$ cat src/rtl/video_pkg.sv
// Shared video definitions: receiver FSM state encoding and the pixel/line
// counter width, common to video_axis_rx and video_tpg.
package video_pkg;

    localparam int unsigned CNTW = 13;

    typedef enum logic [1:0] {
        WAIT_SOF = 2'd0,
        ACTIVE   = 2'd1,
        RESYNC   = 2'd2
    } rx_state_t;

endpackage

$ cat src/rtl/video_rx_csum.sv
// Frame checksum accumulator: 32-bit wrapping sum of zero-extended pixel data,
// restarted by the SOF beat and latched out on the frame's final EOL beat.
module video_rx_csum
    import video_pkg::*;
#(
    parameter int DATAW = 24
) (
    input  logic             clk,
    input  logic             rst,
    input  logic             sof,
    input  logic             beat,
    input  logic             fin,
    input  logic [DATAW-1:0] data,
    output logic [31:0]      csum
);

    logic [31:0] acc;
    logic [31:0] data_ext;
    logic [31:0] acc_sum;

    assign data_ext = 32'(data);
    assign acc_sum  = acc + data_ext;

    always_ff @(posedge clk) begin
        if (!rst) begin
            acc  <= '0;
            csum <= '0;
        end else begin
            if (sof) begin
                acc <= data_ext;
            end else if (beat) begin
                acc <= acc_sum;
            end
            // the closing beat never coincides with SOF since SCRH >= 2
            if (fin) begin
                csum <= acc_sum;
            end
        end
    end

endmodule

$ cat src/rtl/video_axis_rx.sv
// AXI4-Stream video receiver: frame/line geometry checking with error pulses,
// frame and error counters. Optional frame checksum under VIDEO_AXIS_RX_CSUM_EN.
module video_axis_rx
    import video_pkg::*;
#(
    parameter int DATAW = 24,
    parameter int SCRW  = 1920,
    parameter int SCRH  = 1080
) (
    input  logic             clk,
    input  logic             rst,
    input  logic             en,
    input  logic [DATAW-1:0] s_axis_tdata,
    input  logic             s_axis_tvalid,
    output logic             s_axis_tready,
    input  logic             s_axis_tuser,
    input  logic             s_axis_tlast,
    output logic             frame_done,
    output logic [15:0]      frame_cnt,
    output logic [15:0]      err_cnt,
    output logic             err_sof_early,
    output logic             err_eol_early,
    output logic             err_eol_late,
    output logic [12:0]      last_width,
    output logic [31:0]      frame_csum
);

    localparam logic [CNTW-1:0] X_FULL = CNTW'(SCRW);
    localparam logic [CNTW-1:0] Y_LAST = CNTW'(SCRH - 1);

    rx_state_t       state;
    logic [CNTW-1:0] x;
    logic [CNTW-1:0] y;

    logic            accept;
    logic            start;
    logic            eol;
    logic            e_sof;
    logic            e_early;
    logic            e_late;
    logic            to_resync;
    logic            last_line;
    logic [CNTW-1:0] x_nxt;
    logic [CNTW-1:0] width;
    logic [CNTW-1:0] y_cur;
    logic [1:0]      n_err;
    logic [16:0]     err_sum;

    assign accept = s_axis_tvalid & s_axis_tready;
    // saturate so an endless over-long line in RESYNC cannot wrap the count
    assign x_nxt  = (&x) ? x : x + 1'b1;

    always_comb begin
        start     = 1'b0;
        eol       = 1'b0;
        e_sof     = 1'b0;
        e_early   = 1'b0;
        e_late    = 1'b0;
        to_resync = 1'b0;
        if (accept) begin
            case (state)
                WAIT_SOF: begin
                    if (s_axis_tuser) begin
                        start = 1'b1;
                        if (s_axis_tlast) begin
                            eol     = 1'b1;
                            e_early = 1'b1;
                        end
                    end
                end
                ACTIVE: begin
                    if (s_axis_tuser) begin
                        e_sof = 1'b1;
                        start = 1'b1;
                        if (s_axis_tlast) begin
                            eol     = 1'b1;
                            e_early = 1'b1;
                        end
                    end else if (s_axis_tlast) begin
                        eol     = 1'b1;
                        e_early = (x_nxt < X_FULL);
                    end else if (x_nxt == X_FULL) begin
                        e_late    = 1'b1;
                        to_resync = 1'b1;
                    end
                end
                RESYNC: begin
                    eol = s_axis_tlast;
                end
                default: ;
            endcase
        end
        width     = start ? CNTW'(1) : x_nxt;
        y_cur     = start ? '0 : y;
        last_line = (y_cur == Y_LAST);
        n_err     = 2'(e_sof) + 2'(e_early) + 2'(e_late);
        err_sum   = {1'b0, err_cnt} + 17'(n_err);
    end

    always_ff @(posedge clk) begin
        if (!rst) begin
            state         <= WAIT_SOF;
            x             <= '0;
            y             <= '0;
            s_axis_tready <= 1'b0;
            frame_done    <= 1'b0;
            frame_cnt     <= '0;
            err_cnt       <= '0;
            err_sof_early <= 1'b0;
            err_eol_early <= 1'b0;
            err_eol_late  <= 1'b0;
            last_width    <= '0;
        end else begin
            s_axis_tready <= en;
            frame_done    <= 1'b0;
            err_sof_early <= e_sof;
            err_eol_early <= e_early;
            err_eol_late  <= e_late;
            err_cnt       <= err_sum[16] ? '1 : err_sum[15:0];

            if (start) begin
                x     <= CNTW'(1);
                y     <= '0;
                state <= ACTIVE;
            end else if (accept && state != WAIT_SOF) begin
                x <= x_nxt;
            end
            if (to_resync) begin
                state <= RESYNC;
            end
            // line end overrides the SOF restart so a tuser+tlast beat closes line 0
            if (eol) begin
                last_width <= width;
                x          <= '0;
                if (last_line) begin
                    frame_done <= 1'b1;
                    frame_cnt  <= frame_cnt + 16'd1;
                    state      <= WAIT_SOF;
                end else begin
                    y     <= y_cur + 1'b1;
                    state <= ACTIVE;
                end
            end
        end
    end

`ifdef VIDEO_AXIS_RX_CSUM_EN
    video_rx_csum #(
        .DATAW(DATAW)
    ) u_csum (
        .clk  (clk),
        .rst  (rst),
        .sof  (start),
        .beat (accept && state != WAIT_SOF),
        .fin  (eol && last_line),
        .data (s_axis_tdata),
        .csum (frame_csum)
    );
`else
    logic unused_tdata;
    assign unused_tdata = ^s_axis_tdata;
    assign frame_csum   = '0;
`endif

endmodule

$ cat config.mk
export PLATFORM = sky130hd
export DESIGN_NAME = video_axis_rx
export DESIGN_NICKNAME = d
export VERILOG_FILES = /design/src/rtl/video_pkg.sv /design/src/rtl/video_rx_csum.sv /design/src/rtl/video_axis_rx.sv
export SDC_FILE = /design/constraint.sdc
export NUM_CORES = 1
export LEC_CHECK = 0
export BUFFER_PORTS_ARGS = -buffer_cell sky130_fd_sc_hd__clkbuf_2
export CAP_MARGIN = 10
export CORE_MARGIN = 3
export CORE_UTILIZATION = 53
export CTS_CLUSTER_SIZE = 20
export DETAILED_ROUTE_END_ITERATION = 6
export HOLD_SLACK_MARGIN = 0.03
export MAX_ROUTING_LAYER = met4
export PLACE_DENSITY = 0.79
export SETUP_SLACK_MARGIN = 0.3
export SYNTH_ARGS = -nofsm -noshare
export SYNTH_HDL_FRONTEND = slang
export SYNTH_SLANG_ARGS = --single-unit
export TNS_END_PERCENT = 20
$ cat constraint.sdc
create_clock -name clk -period 4.5 [get_ports clk]
set_input_delay 0.675 -clock clk [delete_from_list [all_inputs] [get_ports clk]]
set_output_delay 0.675 -clock clk [all_outputs]
set_load 0.02 [all_outputs]
# Yosys cells after proc, flatten, opt, wreduce, memory -nomap -nowiden
# Index checks and enable logic that the tools add are counted.
dict set report totals {
  register_bits 78
  input_bits 30
}
dict set report op_classes {
  addsub 6
  n_lt_le_gt_ge 1
  n_eq_ne 4
  n_mux 31
  bitwise 2
  n_reduce_logical 11
}
# cell count
set ops {}
lappend ops {{13-bit 2-to-1 mux} 5}
lappend ops {{13-bit by 1-bit adder with 13-bit output, second input constant} 2}
lappend ops {{13-bit by 11-bit == test with 1-bit output, second input constant} 2}
lappend ops {{1-bit 2-to-1 mux} 20}
lappend ops {{16-bit by 2-bit adder with 17-bit output} 1}
lappend ops {{16-bit by 1-bit adder with 16-bit output, second input constant} 1}
lappend ops {{16-bit 2-to-1 mux} 1}
lappend ops {{13-bit by 11-bit less-than comparator with 1-bit output, second input constant} 1}
lappend ops {{13-bit AND reduction} 1}
lappend ops {{2-bit 2-to-1 mux} 3}
lappend ops {{2-bit AND reduction} 2}
lappend ops {{2-bit nonzero test} 2}
lappend ops {{2-bit OR reduction} 2}
lappend ops {{1-bit one-hot mux with 3 select lines} 1}
lappend ops {{3-bit nonzero test} 1}
lappend ops {{3-bit OR reduction} 1}
lappend ops {{1-bit by 1-bit adder with 2-bit output} 1}
lappend ops {{2-bit by 1-bit adder with 2-bit output} 1}
lappend ops {{2-bit by 1-bit == test with 1-bit output, second input constant} 1}
lappend ops {{2-bit == test, second input constant} 1}
lappend ops {{2-bit zero test} 1}
lappend ops {{1-bit one-hot mux with 2 select lines} 1}
lappend ops {{1-bit AND} 1}
lappend ops {{1-bit logical AND} 1}
lappend ops {{1-bit inverter} 1}

# Depth between registers and ports, before layout
dict set report logic_depth {
  depth_word 11
  depth_mapped 17
}

# Worst setup path after synthesis
# Ideal clock, no wire load.
dict set report synth_path {
  kind {input to register}
  startpoint {in s_axis_tlast}
  endpoint {reg err_cnt[15]}
  setup_ns 0.116
  t_arrival_ns 4.066
  t_required_ns 4.384
  path_slack_ns 0.317
  stages 12
  n_path_buf 0
  cell_sequence {or4b_2 nor4_1 nand3_1 nor3_1 fa_1 ha_1 fa_1 nand3_1 nor4_1 and2_1 or4b_2 o211a_1}
}
dict set report synth_between {
  word_cells_on_any_way 14
  cone_classes {add/sub (3); mux (11)}
}
# item line
set synth_lines {}
lappend synth_lines {{start, declared} video_axis_rx.sv:17} ;# input logic s_axis_tlast,
lappend synth_lines {{1-bit 2-to-1 mux} video_axis_rx.sv:79} ;# end else if (s_axis_tlast) begin
lappend synth_lines {{1-bit 2-to-1 mux} video_axis_rx.sv:72} ;# if (s_axis_tuser) begin
lappend synth_lines {{1-bit 2-to-1 mux} video_axis_rx.sv:61} ;# case (state)
lappend synth_lines {{1-bit 2-to-1 mux} video_axis_rx.sv:60} ;# if (accept) begin
lappend synth_lines {{named net e_late} video_axis_rx.sv:40} ;# logic e_late;
lappend synth_lines {{2-bit by 1-bit adder with 2-bit output} video_axis_rx.sv:96} ;# n_err = 2'(e_sof) + 2'(e_early) + 2'(e_late);
lappend synth_lines {{16-bit by 2-bit adder with 17-bit output} video_axis_rx.sv:97} ;# err_sum = {1'b0, err_cnt} + 17'(n_err);
lappend synth_lines {{16-bit 2-to-1 mux} video_axis_rx.sv:119} ;# err_cnt <= err_sum[16] ? '1 : err_sum[15:0];
lappend synth_lines {{end signal, assigned} video_axis_rx.sv:119}
lappend synth_lines {{end, declared} video_axis_rx.sv:20} ;# output logic [15:0] err_cnt,
# The timed path passes the listed nets, and every way through them passes these cells.
# A chain may end at the register's enable or synchronous reset.

# Worst setup path after layout
dict set report layout_path {
  startpoint {reg x[0]}
  endpoint {reg err_cnt[15]}
}
dict set report layout_between {
  elab_chain_len 11
  word_cells_on_any_way 18
  cone_classes {add/sub (4); order compare (1); eq/ne (1); mux (11); reduce/logical (1)}
}
# item line
set layout_lines {}
lappend layout_lines {{start, declared} video_axis_rx.sv:32} ;# logic [CNTW-1:0] x;
lappend layout_lines {{start signal, assigned} video_axis_rx.sv:126} ;# x <= x_nxt;
lappend layout_lines {{13-bit by 1-bit adder with 13-bit output or 13-bit AND reduction (tied branches)} video_axis_rx.sv:51} ;# assign x_nxt = (&x) ? x : x + 1'b1;
lappend layout_lines {{13-bit 2-to-1 mux (*)} video_axis_rx.sv:51}
lappend layout_lines {{13-bit by 11-bit == test with 1-bit output (*)} video_axis_rx.sv:82} ;# end else if (x_nxt == X_FULL) begin
lappend layout_lines {{1-bit 2-to-1 mux (*)} video_axis_rx.sv:82}
lappend layout_lines {{1-bit 2-to-1 mux (*)} video_axis_rx.sv:79}
lappend layout_lines {{1-bit 2-to-1 mux (*)} video_axis_rx.sv:72}
lappend layout_lines {{1-bit 2-to-1 mux (*)} video_axis_rx.sv:61}
lappend layout_lines {{1-bit 2-to-1 mux (*)} video_axis_rx.sv:60}
lappend layout_lines {{named net e_late} video_axis_rx.sv:40}
lappend layout_lines {{2-bit by 1-bit adder with 2-bit output (*)} video_axis_rx.sv:96}
lappend layout_lines {{16-bit by 2-bit adder with 17-bit output (*)} video_axis_rx.sv:97}
lappend layout_lines {{16-bit 2-to-1 mux (*)} video_axis_rx.sv:119}
# The timed path passes the listed nets; every way through them passes the cells marked *.

==> run metrics <==
CTS Buf Count 9; Routed WL per cell 14.27 um; R2R cell count 13; H-tree levels 3; Synth top area share 37.30%; Placed Area 4449 sq um; ANT cells 0; Detailed Route WL 9.421 mm; status complete, no violations; post-synthesis cell type count 57; CP endpoint kind flop; CORE AREA 7447 sq um; critical path fanouts, max 4; number of buffers on the longest clock path 2; Final TNS setup 0 ns; clock share of power 42.2%; Synth Warn # 0; Worst VDD drop 0.0001874 V; max incr delay on CP 0.67 ns; fin nets 596; Max Cap Violations 0; largest net degree at the start of global routing 38; Initial Utilization 56.22%; PwrDens 282.0 nW/um^2; Slew Limit Headroom 24.91%; HP Start last_width[9]$_SDFFE_PN0P_; Die Wd 94.88 um; largest area contributor in the netlist dfxtp_1; clk slew on worst S/H paths 0.09 ns; period utilisation layout 89.74%; sw frac 26.14%; initial antenna violation count 0; Finished Cell Area 4690 sq um; PortBufs 55; first-pass GRT wire length 15.50 mm; Synth area leaders dfxtp_1, buf_4, xnor2_1; Max Freq 247.6 MHz; RePlAce Congestion 0.9374; Worst Path Arrival 4.28 ns; endpoints failing hold 0; vias per inst 5.718; placed insts 644; row cnt 31; minimum clock period after layout 4.038 ns; #FFs+latches synth 78; DRC errors left 0; Comb pwr share 5.3%; flop-to-flop setup slack 0.46 ns; Synth Flop Type dfxtp_1; vias in the first global route 3,350; Worst Setup Path Type flop to flop; Tightest Pin Transition 1.122 ns; Critical R2R Launch x[0]$_SDFFE_PP0P_; Pwr Total 1.323 mW; Seq pwr share 52.5%; via count of the routed design 3,774; crit path launch type flop; most frequent cells in the layout dfxtp_1, clkbuf_2, nand2_1, nand3_1, nor2_1; EDFF count, synth 0; Clock Skew 0.01564 ns; RSZ-0062 raised after global routing false; Hold Path Stages 2; Pins Over Slew Limit 0; Skew-Pair Late Insertion Delay 0.36 ns; sw power 0.3457 mW; GRT overflow 0; CP Data Required Time 4.74 ns; Root Buffer clkbuf_8; P_int 0.9769 mW; drt pass-1 iters 5; fin cells 660; register area share after synthesis 37.30%; dpl hpwl 6.792 mm; FFs w/ async S/R, synth 0%; Die ar. 9001 sq um; commonest non-fill, non-tap cell in the layout dfxtp_1; Synth Instances 504; DRT iter0 DRCs 216; LEAKAGE 1.882 nW; slowest cell on the critical path or4b_2; Total Routing Usage GR 22.02%; Area Growth Syn to Fin 12.01%; Avg Inst Size Synth 8.307 sq um; ratio of cells with drive above 1 in the final layout 18.72%; crit-path cells ha_4, or4b_2, nor4_2, nand3_1, nor3_2, fa_1, ha_1, fa_2, nand3_1, nor4_1, and2_1, or4b_2, o211a_1; Synth Cell Area 4187 sq um; worst reg2reg path endpoint err_cnt[15]$_SDFF_PN0_; HP Class flop to flop; post-route ant nets 0; I/O Pins 112; Final setup viols 0; Hold Buf Count CTS 0; Worst Hold Endpoint last_width[9]$_SDFFE_PN0P_; Chip Height 94.88 um; CTS tree done; Layout Utilization 62.97%; clk sinks 78
==> layout make-up <==
type                    count  area, sq um
fillers                   669         2758
multi-input cells         393         2407
flip-flops and latches     78         1563
repair buffers             65        350.3
clock buffers               9        123.9
well taps                  99        123.9
clock inverters             7        87.58
inverters                   9        33.78
==> worst max-delay path, delay by kind of cell (launching register included) <==
kind                       cells  cell delay (ns)
DFF                            1             0.39
and+or+nand+nor                8             2.15
adders and majority gates      4             1.24
AOI/OAI and AO/OA              1             0.15
==> state kept, by name (all words and copies together) (netlist names) <==
signal / cells
frame_done: 1
y: 13
s_axis_tready: 1
last_width: 13
state: 2
frame_cnt: 16
err_eol_early: 1
err_cnt: 16
err_sof_early: 1
err_eol_late: 1
x: 13
==> worst max-delay path by stage <==
stage	startpoint	end	slack, ns	cells after the start
floorplan	s_axis_tlast	err_cnt[15]$_SDFF_PN0_	0.32	12
global placement	s_axis_tlast	err_cnt[15]$_SDFF_PN0_	0.12	13
detailed placement	s_axis_tlast	err_cnt[15]$_SDFF_PN0_	0.0003	13
CTS	x[1]$_SDFFE_PP0P_	err_cnt[15]$_SDFF_PN0_	0.31	13
global route	x[8]$_SDFFE_PP0P_	err_cnt[15]$_SDFF_PN0_	0.30	13
finish	x[0]$_SDFFE_PP0P_	err_cnt[15]$_SDFF_PN0_	0.46	13
==> logic make-up (layout without fill, tap and decap cells) <==
family          after synthesis  after routing  synth area share, %
xor+xnor                     34             34                7.113
other cells                   1             32              0.08957
simple gates                224            224                28.63
buf+inv                      64             90                8.637
mux                          11             11                2.630
fa+ha+maj                    10             10                3.347
compound gates               82             82                12.25
flops                        78             78                37.30
==> what timing repair did <==
action | CTS | global route
resized for setup | 4 | 3
setup buffers | 0 | 0
pin swaps | 1 | 3
setup endpoints to repair | 1 | 1
==> power groups by stage <==
stage	Clock, mW	Combinational, mW	Sequential (mW)
final	0.558	0.0703	0.694
after global routing	0.606	0.0765	0.695
after CTS	0.568	0.0688	0.694
after detailed placement	0	0.0686	0.710
after global placement	0	0.0675	0.710
after floorplan	0	0.0737	0.712
==> cells in the mapped netlist, types with 6 or more instances <==
master	n
nand4_1	19
inv_1	9
a21oi_1	32
or4_1	7
and2_1	7
nand2_1	49
nor3_1	16
buf_4	32
nand3_1	34
nor2_1	33
and3_1	17
o21ai_0	20
nand2b_1	6
nor4_1	9
ha_1	8
clkbuf_1	21
xnor2_1	22
dfxtp_1	78
xor2_1	12
mux2i_1	11
==> per-stage QoR <==
stage / hold WS (ns) / setup slack (ns)
finish: 0.4577 / 0.4617
global route: 0.4846 / 0.3048
CTS: 0.4629 / 0.3069
detailed placement: 0.4407 / 0.0003335
global placement: 0.4408 / 0.1182
floorplan: 0.4663 / 0.3175
==> metal layers <==
metal  track usage, %  part of all wire, %
met5                -                    0
met1            28.19                   45
met2            34.59                   47
met4            8.173                  1.5
met3            4.143                  6.2
(Power assumes the default switching activity.)
